## src/rtl/if_fetch.sv

```systemverilog
// ---------------------------------------------------------------------------
// if_fetch
//
// Instruction-fetch stage of the five-stage RV32I pipeline. Owns the program
// counter, gathers each 32-bit instruction as four little-endian byte reads
// over a byte-wide memory port, and presents the finished word and its PC to
// the IF/ID pipeline register. While no complete instruction is presented the
// stage raises a stall request toward the pipeline controller.
//
// Parameters
//   RESET_PC     first fetch address after reset
//
// Ports
//   clk          single clock, all state updates on the rising edge
//   rst          asynchronous, active-low reset
//   stall[5:0]   pipeline stall vector; only stall[0] (hold this stage) is used
//   br           branch/jump taken this cycle
//   br_addr      redirect target, low two bits forced to zero
//   mem_req      byte read request (level, held until acknowledged)
//   mem_addr     byte address of the outstanding request
//   mem_ack      one-cycle acknowledge, mem_rdata valid in the same cycle
//   mem_rdata    returned byte
//   if_pc        PC of the presented instruction, 0 when nothing is presented
//   if_inst      presented instruction, 0 (bubble) when nothing is presented
//   stallreq_if  1 whenever no complete instruction is presented
// ---------------------------------------------------------------------------
module if_fetch #(
  parameter logic [31:0] RESET_PC = 32'h0000_0000
) (
  input  logic        clk,
  input  logic        rst,
  input  logic [5:0]  stall,
  input  logic        br,
  input  logic [31:0] br_addr,
  output logic        mem_req,
  output logic [31:0] mem_addr,
  input  logic        mem_ack,
  input  logic [7:0]  mem_rdata,
  output logic [31:0] if_pc,
  output logic [31:0] if_inst,
  output logic        stallreq_if
);

  localparam logic [1:0] ST_START = 2'd0;
  localparam logic [1:0] ST_FETCH = 2'd1;
  localparam logic [1:0] ST_HOLD  = 2'd2;
  localparam logic [1:0] ST_DRAIN = 2'd3;

  logic [1:0]  state;
  logic [31:0] pc;
  logic [1:0]  cnt;
  logic [23:0] byte_buf;
  logic [31:0] req_addr;

  logic [1:0]  state_nxt;
  logic [31:0] pc_nxt;
  logic [1:0]  cnt_nxt;
  logic [23:0] buf_nxt;
  logic [31:0] req_addr_nxt;
  logic        req_nxt;
  logic [31:0] if_pc_nxt;
  logic [31:0] if_inst_nxt;

  logic [31:0] br_target;
  logic [31:0] next_byte_addr;
  logic [31:0] seq_pc;

  // Only the stage-0 stall bit and the word-aligned part of the target
  // matter here; the rest is collected so it is visibly intentional.
  logic unused_bits;
  assign unused_bits = ^{stall[5:1], br_addr[1:0]};

  assign br_target      = {br_addr[31:2], 2'b00};
  assign next_byte_addr = pc + {30'd0, cnt} + 32'd1;
  assign seq_pc         = pc + 32'd4;

  // The request address lives in its own register so that a drain can keep
  // presenting the abandoned address while pc already holds the new target.
  assign mem_addr    = req_addr;
  assign stallreq_if = (state != ST_HOLD);

  // Next-state logic. A redirect overrides every normal transition; the only
  // question it leaves open is whether the memory still owes us a byte, in
  // which case we must sit in DRAIN until that byte has been returned.
  always_comb begin
    state_nxt    = state;
    pc_nxt       = pc;
    cnt_nxt      = cnt;
    buf_nxt      = byte_buf;
    req_addr_nxt = req_addr;
    req_nxt      = mem_req;
    if_pc_nxt    = if_pc;
    if_inst_nxt  = if_inst;

    if (br) begin
      pc_nxt      = br_target;
      cnt_nxt     = 2'd0;
      if_pc_nxt   = 32'd0;
      if_inst_nxt = 32'd0;
      req_nxt     = 1'b1;
      if (((state == ST_FETCH) || (state == ST_DRAIN)) && !mem_ack) begin
        state_nxt = ST_DRAIN;
      end else begin
        state_nxt    = ST_FETCH;
        req_addr_nxt = br_target;
      end
    end else begin
      case (state)
        ST_START: begin
          state_nxt    = ST_FETCH;
          req_nxt      = 1'b1;
          req_addr_nxt = pc;
        end

        ST_FETCH: begin
          if (mem_ack) begin
            if (cnt == 2'd3) begin
              if_inst_nxt = {mem_rdata, byte_buf};
              if_pc_nxt   = pc;
              state_nxt   = ST_HOLD;
              cnt_nxt     = 2'd0;
              req_nxt     = 1'b0;
            end else begin
              case (cnt)
                2'd0:    buf_nxt[7:0]   = mem_rdata;
                2'd1:    buf_nxt[15:8]  = mem_rdata;
                default: buf_nxt[23:16] = mem_rdata;
              endcase
              cnt_nxt      = cnt + 2'd1;
              req_addr_nxt = next_byte_addr;
            end
          end
        end

        ST_HOLD: begin
          if (!stall[0]) begin
            pc_nxt       = seq_pc;
            if_pc_nxt    = 32'd0;
            if_inst_nxt  = 32'd0;
            state_nxt    = ST_FETCH;
            req_nxt      = 1'b1;
            req_addr_nxt = seq_pc;
          end
        end

        default: begin
          // DRAIN: the returned byte belongs to the abandoned path and is
          // simply dropped; fetching restarts at byte 0 of the new pc.
          if (mem_ack) begin
            state_nxt    = ST_FETCH;
            cnt_nxt      = 2'd0;
            req_nxt      = 1'b1;
            req_addr_nxt = pc;
          end
        end
      endcase
    end
  end

  // State and output registers. Reset is asynchronous so a fetch in flight is
  // abandoned immediately; any late acknowledge is ignored while rst is low.
  always_ff @(posedge clk or negedge rst) begin
    if (!rst) begin
      state    <= ST_START;
      pc       <= RESET_PC;
      cnt      <= 2'd0;
      byte_buf <= 24'd0;
      req_addr <= RESET_PC;
      mem_req  <= 1'b0;
      if_pc    <= 32'd0;
      if_inst  <= 32'd0;
    end else begin
      state    <= state_nxt;
      pc       <= pc_nxt;
      cnt      <= cnt_nxt;
      byte_buf <= buf_nxt;
      req_addr <= req_addr_nxt;
      mem_req  <= req_nxt;
      if_pc    <= if_pc_nxt;
      if_inst  <= if_inst_nxt;
    end
  end

endmodule

```

## config.mk

```make
export PLATFORM = sky130hd
export DESIGN_NAME = if_fetch
export DESIGN_NICKNAME = d
export VERILOG_FILES = /design/src/rtl/if_fetch.sv
export SDC_FILE = /design/constraint.sdc
export NUM_CORES = 1
export LEC_CHECK = 0
export ABC_AREA = 0
export CAP_MARGIN = 20
export CORE_MARGIN = 2
export CORE_UTILIZATION = 50
export DETAILED_ROUTE_END_ITERATION = 16
export GPL_TIMING_DRIVEN = 0
export PLACE_DENSITY = 0.88
export RECOVER_POWER = 100
export SYNTH_ARGS = -nofsm -noshare
export SYNTH_HDL_FRONTEND = slang
export SYNTH_SLANG_ARGS = --single-unit
```

## constraint.sdc

```tcl
create_clock -name clk -period 2.9 [get_ports clk]
set_clock_uncertainty 0.05 [all_clocks]
set_input_delay 0.58 -clock clk [delete_from_list [all_inputs] [get_ports clk]]
set_output_delay 0.58 -clock clk [all_outputs]
set_load 0.01 [all_outputs]
```

==> results of run 1 <==
-- flip-flops by register name, indices dropped and copies added, names as in the netlist --
name and flops:
if_inst 32, if_pc 31, pc 30, byte_buf 24, mem_req 1, state 2, mem_addr 32, cnt 2
-- metal layers --
metal	vias up	track usage, %	share of wire, %
met4	0	12.6	3.3
met3	67	6.25	10
met1	3589	41.0	40
met2	479	48.7	47
met5	-	0	0
li1	3434	-	-
-- worst max path at each step --
stage	startpoint	endpoint	slack, ns	cells after the start
floorplan	pc[2]	mem_addr[28]	0.64	8
global placement	rst	mem_addr[22]	-4.85	1
detailed placement	br	mem_addr[1]	-0.33	8
CTS	state[0]	mem_addr[26]	0.05	10
global route	br	mem_addr[1]	0.01	8
finish	state[0]	stallreq_if	0.05	5
-- where the power goes --
group	leakage [nW]	switching [mW]	internal, mW
logic	2.26	1.08	0.856
registers	1.93	0.278	2.60
clock network	0.281	1.02	1.22
total	4.48	2.37	4.68
-- synth_stat cells (all sizes together), types with 2 or more instances --
cell type | count | area [µm²]
nand2 | 224 | 841
dfrtp | 154 | 3850
o21ai | 117 | 586
nor2 | 60 | 225
clkbuf | 54 | 315
a21oi | 29 | 145
mux2 | 26 | 293
nand3 | 22 | 123
a31oi | 19 | 119
xnor2 | 19 | 166
buf | 18 | 121
xor2 | 18 | 158
nand4 | 15 | 115
nor3 | 11 | 55.1
inv | 10 | 37.5
ha | 9 | 113
nor4 | 9 | 123
o31ai | 6 | 45.0
a211oi | 5 | 37.5
a221oi | 5 | 43.8
and3 | 5 | 32.5
and4 | 5 | 46.3
nand2b | 5 | 31.3
a211o | 4 | 35.0
and2 | 4 | 26.3
o221ai | 4 | 41.3
o31a | 4 | 35.0
or3 | 4 | 25.0
a21o | 3 | 23.8
a22oi | 3 | 22.5
mux2i | 3 | 30.0
o21bai | 3 | 22.5
o311ai | 3 | 26.3
o41ai | 3 | 33.8
a21boi | 2 | 15.0
a32oi | 2 | 17.5
clkinv | 2 | 7.51
or4 | 2 | 18.8
-- worst register-to-register path, delay by kind of cell, from the launching register on --
| family | cells | cell delay, ns |
|---|---|---|
| adders and majority gates | 1 | 0.36 |
| AOI/OAI and AO/OA | 2 | 0.37 |
| DFF | 1 | 0.57 |
| and+or+nand+nor | 4 | 1.29 |
-- kinds of logic (layout without fill, tap and decap cells) --
kind of cell    Yosys count  count (layout)  synth area share, %
simple gates            368             368                 20.8
compound gates          219             219                 16.2
buf+inv                  84             257                 5.96
xor+xnor                 37              37                 4.01
mux                      29              29                 3.99
flops                   154             154                 47.7
fa+ha+maj                 9               9                 1.39
-- what timing repair did --
| action | CTS | global route |
|---|---|---|
| hold endpoints to repair | 0 | 0 |
| pin swaps | 0 | 0 |
| resized for setup | 2 | 17 |
| hold buffers | 0 | 0 |
| endpoints found under the setup margin | 51 | 77 |
| buffers inserted | 0 | 0 |
-- layout make-up --
cell class | instances | area, µm² | share of cell area [%]
repair buffers | 141 | 1420 | 13.7
clock buffers | 18 | 429 | 4.14
plain buffers | 72 | 445 | 4.29
clock inverters | 14 | 156 | 1.51
flip-flops and latches | 154 | 3850 | 37.2
well taps | 216 | 270 | 2.61
multi-input cells | 662 | 3750 | 36.1
inverters | 12 | 45.0 | 0.434
==> flow_summary.yaml, run 1 <==
worst_setup_path:
  slowest_delay_ns: 0.59
  rrSetupSlack_ns: 0.13
  start_kind: "flip-flop"
  path_max_fanout: 10
  r2r-end: "mem_addr[26]"
  required_ns: 2.27
  cpLargestDelayFamily: "buffers and inverters"
  r2r_start: "pc[2]"
  crit_buf_inv: 4
  r2r_cells: 7
  path_cells: "inv_1 > ha_1 > clkbuf_8 > clkinv_1 > clkdlybuf4s50_1"
  cp.arrival_ns: 2.22
  cpMaxStageDelayCell: "clkdlybuf4s50_1"
  path_class: "reg -> out"
  end_kind: "output pin"
grt:
  grt_antenna_before_repair: 0
  grt_pass1_vias: 7392
  gr-usage-all-layers_pct: 30.5
  grt_pass1_wl_um: 40600
  overflow: 0
  grt_max_degree: 103
clocking:
  numCtsBuffers: 17
  cts_tree: "yes"
  clkSlewWorstSetupHoldPaths_ns: 0.07
  cts.sinks: 154
  cts-root-buf: "clkbuf_16"
  clock_latency_ns: 0.44
  clockBufferDepth: 2
  htreeDepth: 4
sta:
  finalWorstSetupSlack_ns: 0.0494
  timing.fmax_mhz: 351
  finalCriticalPeriod_ns: 2.85
  final-max-slew-violation-count: 102
  setup-violations-final: 0
  holdWs_ns: 0.424
  rsz0062_at_grt: "no"
  hold_violations: 0
  tightest_slew_ns: 2.25
  maxSlewHeadroom_pct: -49.7
  tns_ns: 0
  post-route-period-util_pct: 98.3
synth:
  avgSynthCellArea_um2: 8.98
  synth-seq-cells: 154
  netlist_instances: 900
  synth-main-ff-cell: "dfrtp_1"
  ys_types: 66
  synth.net_count: 959
  yosys_warnings: 0
  ys_seq_area_share_pct: 47.7
  synth_edf_count: 0
  synth_area_um2: 8080
  synthArstFlopShare_pct: 100
min_path:
  min_path_cells: 2
  holdPathEnd: "if_inst[26]"
  hp-start: "if_inst[26]"
  hp-class: "reg -> reg"
finish:
  fin_cells: 1289
  final_cell_mix: "nand2_1, dfrtp_1, o21ai_0"
  antenna-diode-count: 0
  final_common_cell: "nand2_1"
  final_core_util_pct: 65.5
  postLayoutCellArea_um2: 10400
  area_delta_synth_final_pct: 28.3
  drive_above_1_share_pct: 10.7
  fillers: 1290
  nNetsFinal: 1119
detailed_routing:
  wl_per_cell_um: 20.1
  drtIter0Drc: 897
  drtPass1Iterations: 5
  drc_errors: 0
  wl_um: 26000
  vias: 7569
  ant_nets: 0
  via_per_inst: 5.87
placement:
  gp_congestion: 0.975
  place_ws_ns: -0.330
  dp.cells: 1257
  port-buffer-count: 140
  hpwl_um: 18600
  dpl_cell_area_um2: 9780
pwr:
  p_leak_nw: 4.48
  power.total_mw: 7.05
  p_per_area_nw_per_um2: 680
  vdd_drop_max_uv: 396
die:
  io_pins: 148
  die_width_um: 131
  core_um2: 15800
  dieHeight_um: 131
  die-area_um2: 17200
  start_util_pct: 51.1
  rows: 46
outcome:
  violations: "capacitance limit, slew limit"
  status: "complete, but fails checks"
flow_run:
  maxCapViolCount: 1
(Power assumes the default switching activity.)
==> inputs of run 2 (changes only) <==
--- a/config.mk
+++ b/config.mk
@@ -10,6 +10,7 @@
 export CORE_MARGIN = 2
 export CORE_UTILIZATION = 50
 export DETAILED_ROUTE_END_ITERATION = 16
+export GPL_ROUTABILITY_DRIVEN = 1
 export GPL_TIMING_DRIVEN = 0
 export PLACE_DENSITY = 0.88
 export RECOVER_POWER = 100
==> results of run 2 <==
Final layout, timing and power as in run 1 (identical DEF).
